==> src/rtl/lcd_sched_pkg.sv <==
// Shared definitions for the lcd_ctrl command scheduler.
package lcd_sched_pkg;

    localparam int IMG_BYTES = 36;
    localparam int WIN_PIX   = 9;

    typedef enum logic [2:0] {
        CMD_REFRESH = 3'd0,
        CMD_LOAD    = 3'd1,
        CMD_RIGHT   = 3'd2,
        CMD_LEFT    = 3'd3,
        CMD_UP      = 3'd4,
        CMD_DOWN    = 3'd5
    } lcd_cmd_e;

    typedef enum logic [2:0] {
        S_IDLE  = 3'd0,
        S_ISSUE = 3'd1,
        S_LOAD  = 3'd2,
        S_DRAIN = 3'd3,
        S_WAITI = 3'd4
    } sched_state_e;

    // Codes 6 and 7 have no meaning to lcd_ctrl and are discarded.
    function automatic logic cmd_is_illegal(input logic [2:0] cmd);
        return (cmd == 3'd6) || (cmd == 3'd7);
    endfunction

endpackage

==> src/rtl/lcd_cmd_fifo.sv <==
// Per-requester 3-bit command FIFO. req_ready is registered so that it is
// low throughout reset and rises the cycle after reset releases.
module lcd_cmd_fifo
    import lcd_sched_pkg::*;
#(
    parameter int DEPTH = 4
) (
    input  logic       clk,
    input  logic       reset,
    input  logic       i_push,
    input  logic [2:0] i_din,
    input  logic       i_pop,
    output logic [2:0] o_dout,
    output logic       o_empty,
    output logic       o_ready
);

    localparam int AW = $clog2(DEPTH);
    localparam logic [AW:0] FULL_CNT = (AW+1)'(DEPTH);

    logic [2:0]    r_mem [DEPTH];
    logic [AW-1:0] r_wr;
    logic [AW-1:0] r_rd;
    logic [AW:0]   r_cnt;
    logic          r_ready;
    logic          w_push;
    logic          w_pop;
    logic [AW:0]   w_cnt_next;

    assign w_push     = i_push && r_ready;
    assign w_pop      = i_pop && (r_cnt != '0);
    assign w_cnt_next = r_cnt + {{AW{1'b0}}, w_push} - {{AW{1'b0}}, w_pop};
    assign o_dout     = r_mem[r_rd];
    assign o_empty    = (r_cnt == '0);
    assign o_ready    = r_ready;

    // Storage write; contents need no reset.
    always_ff @(posedge clk) begin
        if (w_push) begin
            r_mem[r_wr] <= i_din;
        end
    end

    // Pointers, occupancy and registered not-full flag.
    always_ff @(posedge clk) begin
        if (!reset) begin
            r_wr    <= '0;
            r_rd    <= '0;
            r_cnt   <= '0;
            r_ready <= 1'b0;
        end else begin
            if (w_push) r_wr <= r_wr + AW'(1);
            if (w_pop)  r_rd <= r_rd + AW'(1);
            r_cnt   <= w_cnt_next;
            r_ready <= (w_cnt_next != FULL_CNT);
        end
    end

endmodule

==> src/rtl/lcd_cmd_sched.sv <==
// Round-robin scheduler sharing one lcd_ctrl between NREQ command sources.
// Optional: define SCHED_TIMEOUT_EN to abort a command whose lcd_ctrl
// response takes longer than TIMEOUT cycles from issue.
//
//  state   | meaning
//  IDLE    | wait for a queued command and lcd_busy low, pop winner
//  ISSUE   | lcd_cmd_valid high for one cycle
//  LOAD    | stream image bytes 0..35 to lcd_ctrl
//  DRAIN   | forward 9 window pixels
//  WAITI   | wait for lcd_busy low, then pulse done
module lcd_cmd_sched
    import lcd_sched_pkg::*;
#(
    parameter int NREQ       = 2,
    parameter int FIFO_DEPTH = 4,
    parameter int TIMEOUT    = 64
) (
    input  logic              clk,
    input  logic              reset,
    input  logic [NREQ-1:0]   req_valid,
    input  logic [3*NREQ-1:0] req_cmd,
    output logic [NREQ-1:0]   req_ready,
    output logic [5:0]        img_addr,
    input  logic [7:0]        img_data,
    output logic [2:0]        lcd_cmd,
    output logic              lcd_cmd_valid,
    output logic [7:0]        lcd_datain,
    input  logic              lcd_busy,
    input  logic [7:0]        lcd_dout,
    input  logic              lcd_dvalid,
    output logic              pix_valid,
    output logic [7:0]        pix_data,
    output logic [1:0]        pix_id,
    output logic              done,
    output logic              cmd_err
);

    sched_state_e  r_state;
    logic [1:0]    r_rr;
    logic [5:0]    r_img_addr;
    logic [3:0]    r_beat;
    logic [2:0]    r_lcd_cmd;
    logic          r_lcd_cmd_valid;
    logic          r_pix_valid;
    logic [7:0]    r_pix_data;
    logic [1:0]    r_pix_id;
    logic          r_done;
    logic          r_err;

    logic [2:0]      w_fifo_dout [NREQ];
    logic [NREQ-1:0] w_empty;
    logic [NREQ-1:0] w_pop;
    logic            w_any;
    logic [1:0]      w_win;
    logic [2:0]      w_sel_cmd;
    logic            w_start;
    logic            w_tmo_hit;
    int              w_dist;
    int              w_best;

    for (genvar g = 0; g < NREQ; g++) begin : g_fifo
        lcd_cmd_fifo #(.DEPTH(FIFO_DEPTH)) u_fifo (
            .clk     (clk),
            .reset   (reset),
            .i_push  (req_valid[g]),
            .i_din   (req_cmd[3*g +: 3]),
            .i_pop   (w_pop[g]),
            .o_dout  (w_fifo_dout[g]),
            .o_empty (w_empty[g]),
            .o_ready (req_ready[g])
        );
    end

    // Round-robin pick: non-empty FIFO closest to the pointer, counting upward.
    always_comb begin
        w_any     = 1'b0;
        w_win     = '0;
        w_sel_cmd = '0;
        w_best    = NREQ;
        w_dist    = 0;
        for (int i = 0; i < NREQ; i++) begin
            w_dist = (i >= int'(r_rr)) ? i - int'(r_rr) : i + NREQ - int'(r_rr);
            if (!w_empty[i] && (w_dist < w_best)) begin
                w_best    = w_dist;
                w_win     = 2'(i);
                w_sel_cmd = w_fifo_dout[i];
                w_any     = 1'b1;
            end
        end
    end

    assign w_start = (r_state == S_IDLE) && w_any && !lcd_busy;

    // Pop strobe to the winning FIFO only.
    always_comb begin
        w_pop = '0;
        for (int i = 0; i < NREQ; i++) begin
            w_pop[i] = w_start && (w_win == 2'(i));
        end
    end

`ifdef SCHED_TIMEOUT_EN
    logic [7:0] r_tmo;

    // Cycles since ISSUE; held at zero while idle, saturates.
    always_ff @(posedge clk) begin
        if (!reset) begin
            r_tmo <= '0;
        end else if (r_state == S_IDLE) begin
            r_tmo <= '0;
        end else if (r_tmo != 8'hFF) begin
            r_tmo <= r_tmo + 8'd1;
        end
    end

    assign w_tmo_hit = ((r_state == S_LOAD) || (r_state == S_DRAIN) || (r_state == S_WAITI))
                       && (r_tmo == 8'(TIMEOUT - 1));
`else
    assign w_tmo_hit = 1'b0;
`endif

    // Scheduler FSM with registered outputs.
    always_ff @(posedge clk) begin
        if (!reset) begin
            r_state         <= S_IDLE;
            r_rr            <= '0;
            r_img_addr      <= '0;
            r_beat          <= '0;
            r_lcd_cmd       <= '0;
            r_lcd_cmd_valid <= 1'b0;
            r_pix_valid     <= 1'b0;
            r_pix_data      <= '0;
            r_pix_id        <= '0;
            r_done          <= 1'b0;
            r_err           <= 1'b0;
        end else begin
            r_done          <= 1'b0;
            r_err           <= 1'b0;
            r_lcd_cmd_valid <= 1'b0;
            r_pix_valid     <= 1'b0;
            case (r_state)
                S_IDLE: begin
                    if (w_start) begin
                        r_rr     <= (w_win == 2'(NREQ - 1)) ? 2'd0 : w_win + 2'd1;
                        r_pix_id <= w_win;
                        if (cmd_is_illegal(w_sel_cmd)) begin
                            r_done <= 1'b1;
                            r_err  <= 1'b1;
                        end else begin
                            r_lcd_cmd       <= w_sel_cmd;
                            r_lcd_cmd_valid <= 1'b1;
                            r_beat          <= '0;
                            r_state         <= S_ISSUE;
                        end
                    end
                end
                S_ISSUE: begin
                    r_img_addr <= '0;
                    r_state    <= (r_lcd_cmd == CMD_LOAD) ? S_LOAD : S_DRAIN;
                end
                S_LOAD: begin
                    if (r_img_addr == 6'(IMG_BYTES - 1)) begin
                        r_img_addr <= '0;
                        r_state    <= S_DRAIN;
                    end else begin
                        r_img_addr <= r_img_addr + 6'd1;
                    end
                end
                S_DRAIN: begin
                    if (lcd_dvalid) begin
                        r_pix_valid <= 1'b1;
                        r_pix_data  <= lcd_dout;
                        if (r_beat == 4'(WIN_PIX - 1)) begin
                            r_state <= S_WAITI;
                        end else begin
                            r_beat <= r_beat + 4'd1;
                        end
                    end
                end
                S_WAITI: begin
                    if (!lcd_busy) begin
                        r_done  <= 1'b1;
                        r_state <= S_IDLE;
                    end
                end
                default: r_state <= S_IDLE;
            endcase
            if (w_tmo_hit) begin
                r_done     <= 1'b1;
                r_err      <= 1'b1;
                r_img_addr <= '0;
                r_state    <= S_IDLE;
            end
        end
    end

    assign img_addr      = r_img_addr;
    assign lcd_datain    = img_data;
    assign lcd_cmd       = r_lcd_cmd;
    assign lcd_cmd_valid = r_lcd_cmd_valid;
    assign pix_valid     = r_pix_valid;
    assign pix_data      = r_pix_data;
    assign pix_id        = r_pix_id;
    assign done          = r_done;
    assign cmd_err       = r_err;

endmodule

==> config.mk <==
export PLATFORM = sky130hd
export DESIGN_NAME = lcd_cmd_sched
export DESIGN_NICKNAME = d
export VERILOG_FILES = /design/src/rtl/lcd_sched_pkg.sv /design/src/rtl/lcd_cmd_fifo.sv /design/src/rtl/lcd_cmd_sched.sv
export SDC_FILE = /design/constraint.sdc
export NUM_CORES = 1
export LEC_CHECK = 0
export BUFFER_PORTS_ARGS = -buffer_cell sky130_fd_sc_hd__buf_2
export CAP_MARGIN = 10
export CELL_PAD_IN_SITES_DETAIL_PLACEMENT = 1
export CELL_PAD_IN_SITES_GLOBAL_PLACEMENT = 1
export CORE_MARGIN = 3
export CORE_UTILIZATION = 49
export CTS_BUF_LIST = sky130_fd_sc_hd__clkbuf_4
export CTS_CLUSTER_DIAMETER = 80
export DETAILED_ROUTE_END_ITERATION = 10
export GPL_ROUTABILITY_DRIVEN = 1
export GPL_TIMING_DRIVEN = 1
export HOLD_SLACK_MARGIN = 0.1
export PLACE_DENSITY = 0.92
export SYNTH_ARGS = -nofsm -noshare
export SYNTH_HDL_FRONTEND = slang
export SYNTH_HIERARCHICAL = 1
export SYNTH_SLANG_ARGS = --single-unit
==> constraint.sdc <==
create_clock -name clk -period 4.65 [get_ports clk]
set_input_delay 0.465 -clock clk [delete_from_list [all_inputs] [get_ports clk]]
set_output_delay 0.465 -clock clk [all_outputs]
set_load 0.03 [all_outputs]
## Word level (Yosys, flattened, before mapping)

Memories as Yosys holds them, arrays and structs flattened. A register that Yosys moved wholly into a read port is not among the register bits.
Index checks and enable logic that the tools add are counted.
Widths: inputs -> output; s select.

| cells by class | value |
|---|---|
| bitwise gates (word level) | 1 |
| mux-type cells | 38 |
| equal/unequal tests | 19 |
| order comparisons | 4 |
| $add $sub $neg | 15 |
| reductions and logical operators | 30 |

Operators with widths:

| cell | number |
|---|---|
| $mux 32 | 3 |
| $lt 32x3->1 const B | 1 |
| $lt 32x32->1 | 1 |
| $mux 3 | 8 |
| $mux 4 | 4 |
| $pmux 3 s5 | 1 |
| $ne 2x2->1 const B | 7 |
| $mux 1 | 13 |
| $pmux 6 s2 | 1 |
| $add 2x1->2 const B | 5 |
| $logic_and 1x1->1 | 10 |
| $mux 2 | 5 |
| $eq 3x3->1 const B | 3 |
| $logic_not 3->1 | 3 |
| $pmux 4 s2 | 1 |
| $reduce_and 2->1 | 4 |
| $add 3x1->3 | 2 |
| $add 6x1->6 const B | 1 |
| $eq 3x1->1 const B | 2 |
| $eq 3x2->1 const B | 2 |
| $eq 6x6->1 const B | 1 |
| $mux 6 | 1 |
| $ne 3x3->1 const B | 2 |
| $reduce_and 3->1 | 2 |
| 16 further kinds | 24 |

| word-level totals | value |
|---|---|
| memories kept | 2 |
| RAM bits | 24 |
| flip-flop bits (word level) | 48 |

Memories:

| memory | words | width | read ports | clocked after Yosys merged registers in | wr ports | RTL line | text |
|---|---|---|---|---|---|---|---|
| g_fifo[0].u_fifo.r_mem | 4 | 3 | 1 | 1 | 1 | lcd_cmd_fifo.sv:21 | `logic [2:0] r_mem [DEPTH];` |
| g_fifo[1].u_fifo.r_mem | 4 | 3 | 1 | 1 | 1 | lcd_cmd_fifo.sv:21 |  |

## Depth between registers and ports, before layout

| depth | value |
|---|---|
| word-level depth | 14 |
| mapped depth | 14 |
| gate-level depth less buffers | 14 |

## By module

The synthesis kept the hierarchy.

By module, submodules not included:

| module | sequential area each (um2) | instances | cells an instance | area each (um2) |
|---|---|---|---|---|
| lcd_cmd_fifo | 560.5 | 2 | 66 | 944.7 |
| lcd_cmd_sched | 600.6 | 1 | 183 | 1559.0 |

## Least setup slack after synthesis

Ideal clock, no wire load.

| path | value |
|---|---|
| path kind | flip-flop to flip-flop |
| start | reg g_fifo[0].u_fifo.r_cnt[1] |
| end | reg g_fifo[0].u_fifo.r_cnt[2] |
| setup slack | 1.513 ns |
| setup time | 0.115 ns |
| data arrival time | 3.022 ns |
| data required time | 4.535 ns |
| cell stages (with the launch flop) | 15 |
| path buffers | 0 |
| cells stage by stage | dfxtp_1 -> nor3_1 -> inv_1 -> ha_1 -> nor2b_1 -> o21a_1 -> o21ai_1 -> inv_1 -> o31a_2 -> ha_1 -> inv_1 -> ha_1 -> fa_1 -> xnor3_1 -> and2_1 |

| between the ends | value |
|---|---|
| cells in the longest elaborated chain, start to end | 12 |
| elaborated cells on any way between the ends | 17 |

RTL lines:

| element | RTL line | text |
|---|---|---|
| start: declaration | lcd_cmd_fifo.sv:24 | `logic [AW:0] r_cnt;` |
| start signal: assignment | lcd_cmd_fifo.sv:54 | `r_cnt <= w_cnt_next;` |
| $logic_not 3->1 (*) | lcd_cmd_fifo.sv:34 | `assign o_empty = (r_cnt == '0);` |
| named net w_empty[0] | lcd_cmd_sched.sv:51 | `logic [NREQ-1:0] w_empty;` |
| $logic_not 1->1 (*) | lcd_cmd_sched.sv:83 | `if (!w_empty[i] && (w_dist < w_best)) begin` |
| $logic_and 1x1->1 (*) | lcd_cmd_sched.sv:83 |  |
| $mux 32 | lcd_cmd_sched.sv:83 |  |
| $lt 32x32->1 | lcd_cmd_sched.sv:83 |  |
| $logic_and 1x1->1 | lcd_cmd_sched.sv:83 |  |
| $mux 1 | lcd_cmd_sched.sv:83 |  |
| $logic_and 1x1->1 (2 in series) | lcd_cmd_sched.sv:92 | `assign w_start = (r_state == S_IDLE) && w_any && !lcd_busy;` |
| $logic_and 1x1->1 (*) | lcd_cmd_sched.sv:98 | `w_pop[i] = w_start && (w_win == 2'(i));` |
| named net w_pop[0] | lcd_cmd_sched.sv:52 | `logic [NREQ-1:0] w_pop;` |
| $logic_and 1x1->1 (*) | lcd_cmd_fifo.sv:31 | `assign w_pop = i_pop && (r_cnt != '0);` |
| named net g_fifo[0].u_fifo.w_pop | lcd_cmd_fifo.sv:27 | `logic w_pop;` |
| $sub 3x1->3 (*) | lcd_cmd_fifo.sv:32 | `assign w_cnt_next = r_cnt + {{AW{1'b0}}, w_push} - {{AW{1'b0}}, w_pop};` |

The timed path passes the listed nets; every way through them passes the cells marked *.
A chain may end at the register's enable or synchronous reset.

## Worst setup path in the final report

Ends and elaborated chain as after synthesis.

==> flow_metrics.py <==
metrics = {
    "drt": {
        "ant_nets": 0,
        "drtPass1Iterations": 4,
        "routed_via_density": 5.46,
        "drc": 0,
        "drt-initial-drc-count": 78,
        "wirelength_mm": 7.54,
        "vias": 2475,
        "drt-wirelength-per-cell_um": 16.7,
    },
    "finish": {
        "mostFrequentLayoutCells": "dfxtp_1 (50), buf_2 (43), nand2_1 (29)",
        "multi_input_area_um2": 1540,
        "drive_gt1_share_pct": 22.2,
        "final_common_cell": "dfxtp_1",
        "finalInstanceArea_um2": 3830,
        "seqCellArea_um2": 1720,
        "layout.cells.non_filler": 453,
        "n_antenna_cell": 0,
        "fin_nets": 402,
        "fin_util_pct": 58.4,
        "layout-area-overhead-vs-synth_pct": 11.2,
        "fillers": 734,
    },
    "synth": {
        "avgSynthCellArea_um2": 10.9,
        "yosysSeqAreaShare_pct": 49.9,
        "synthArstFlopShare_pct": 0,
        "synth_cell_types": 59,
        "syn_inst": 315,
        "synth-edff-count": 24,
        "synth_warnings": 6,
        "synthFlopType": "dfxtp_1",
        "synth-seq-cells": 74,
        "synth_area_um2": 3450,
    },
    "clocking": {
        "cts_made_buffers": 9,
        "cts_resized": 0,
        "clkSlewWorstSetupHoldPaths_ps": 120,
        "clk_latency_ps": 410,
        "postCtsSetupRepairBufs": 0,
        "clk_path_buf_depth": 2,
        "cts_hold_buf": 0,
        "htree_levels": 3,
        "root_buffer": "clkbuf_4",
        "cts_tree": "yes",
        "cts_sinks": 74,
    },
    "timing": {
        "max-slew-margin-rel_pct": 48.6,
        "fin_ws_ps": 1080,
        "finalHoldViolCount": 0,
        "finalCritPeriodShare_pct": 76.7,
        "holdWs_ps": 264,
        "setup_violations": 0,
        "rsz0062_at_grt": "no",
        "fin_tns_setup_ps": 0,
        "tightest_slew_ps": 770,
        "finClkSkew_ps": 15.9,
        "min_period_ps": 3570,
        "drv_slew": 0,
        "max_freq_ghz": 0.280,
    },
    "setup_path": {
        "path_buf_inv": 3,
        "path_max_fanout": 6,
        "crit_slowest_cell": "nor3_1",
        "crit_chain": "nor3_1, inv_1, ha_1, nor2b_1, o21a_1, o21ai_1, inv_1, o31a_2, ha_1, inv_1, ha_1, fa_1, xnor3_1, and2_1",
        "worstSetupStartpointType": "flop",
        "cpLargestDelayFamily": "adder cells",
        "cp-end-kind": "flop",
        "criticalPathCategory": "flop to flop",
        "arrival_ps": 3890,
        "cp_data_required_time_ps": 4980,
        "ff2ff_setup_slack_ps": 1080,
        "slowest_delay_ps": 580,
    },
    "power": {
        "p_switching_mw": 0.590,
        "vdd_drop_max_v": 0.000266,
        "pwr-share-clk_pct": 25.7,
        "leakage_nw": 1.64,
        "p_seq_share_pct": 47.0,
        "p_sw_share_pct": 33.6,
        "p_comb_share_pct": 27.3,
        "power_mw": 1.76,
        "p_int_mw": 1.17,
        "powerDensity_nw_per_um2": 458,
    },
    "global_routing": {
        "grt_start_max_net_pins": 25,
        "grt_antenna_before_repair": 0,
        "grt_pass1_wl_mm": 12.5,
        "grt_overflow": 0,
        "grtUsageTotal_pct": 19.5,
        "grt_pass1_vias": 2604,
    },
    "floorplanning": {
        "die_y_um": 89.9,
        "placementRows": 29,
        "die_area_um2": 8080,
        "die_x_um": 89.9,
        "initial_utilization_pct": 52.5,
        "fp.coreArea_um2": 6570,
        "io_pins": 61,
    },
    "placed_design": {
        "dpl.hpwl_mm": 5.40,
        "routabilityCongestion": 0.844,
        "placed_cells_incl_taps": 437,
        "pre_cts_slack_ps": 1170,
        "io_buffers": 43,
        "place_area_um2": 3670,
    },
    "job": {
        "max_cap_viol_count": 0,
    },
    "worst_hold_path": {
        "hold_path_class": "input port to flop",
    },
    "outcome": {
        "outcome": "finished, final reports clean",
    },
}
==> cell type report <==
| type | count | area share, % |
|---|---|---|
| clock buffer | 11 | 2.15 |
| multi-input combinational | 206 | 40.2 |
| inverter | 21 | 2.06 |
| tap | 93 | 3.04 |
| sequential | 74 | 44.9 |
| timing repair buffer | 43 | 5.61 |
| clock inverter | 5 | 2.06 |
==> kinds of logic after synthesis <==
logic type / synth area share, %
and+or+nand+nor: 16.9
DFF: 49.9
AOI/OAI and AO/OA: 11.1
buffers and inverters: 5.62
adders and majority gates: 7.33
muxes: 6.57
xor gates and xnor gates: 2.32
other: 0.218
==> sequential cells by signal, indices dropped and copies added, names as in the netlist, 2 cells and up, named ones only <==
register,count
r_beat,4
r_state,3
g_fifo.u_fifo/o_ready,2
g_fifo.u_fifo/r_rd,4
g_fifo.u_fifo/r_cnt,6
g_fifo.u_fifo/r_mem,24
g_fifo.u_fifo/r_wr,4
img_addr,6
pix_data,8
lcd_cmd,3
==> metal layers <==
layer  part of all wire [%]  global-route usage, %
met4                    3.9                   9.82
met1                     40                   20.9
met5                      0                      0
met2                     51                   34.3
met3                    5.1                   6.59
==> power groups by stage <==
stage	Combinational (mW)	Clock, mW	Sequential [mW]
2_1_floorplan	0.339	0	0.853
3_3_place_gp	0.444	0	0.829
3_5_place_dp	0.469	0	0.841
4_1_cts	0.482	0.464	0.826
5_1_grt	0.529	0.501	0.838
6_report	0.479	0.451	0.826
==> Yosys cell counts (all sizes together) (2+ instances only) <==
cell,number,share of area [%]
a21oi,20,2.9
o311ai,2,0.51
xor2,2,0.51
nand2,29,3.2
nand3b,5,1.1
a21bo,4,1.2
clkbuf,3,0.33
and2,7,1.3
nand2b,6,1.1
buf,12,2.6
fa,2,1.2
nor3b,6,1.5
dfxtp,50,29
conb,2,0.22
inv,21,2.3
or2b,2,0.47
ha,17,6.2
and3,13,2.4
o31a,3,0.83
xnor3,2,1.3
nor2b,2,0.36
nor2,18,2.0
mux2i,8,2.3
nor3,10,1.5
o211a,2,0.58
o211ai,2,0.44
xnor2,2,0.51
nand3,2,0.29
a211oi,2,0.94
o21ai,11,1.7
edfxtp,24,21
mux4,6,3.9
==> worst paths after layout <==
check,start,to,cells after the start
hold / removal,req_cmd[4],g_fifo[1].u_fifo/r_mem[2][1],1
setup reg to reg,g_fifo[0].u_fifo/r_cnt[1],g_fifo[0].u_fifo/r_cnt[2],14
hold reg to reg,pix_data[2],pix_data[2],2
setup / recovery,g_fifo[0].u_fifo/r_cnt[1],g_fifo[0].u_fifo/r_cnt[2],14
No activity file was read; power rests on OpenSTA's default activity.
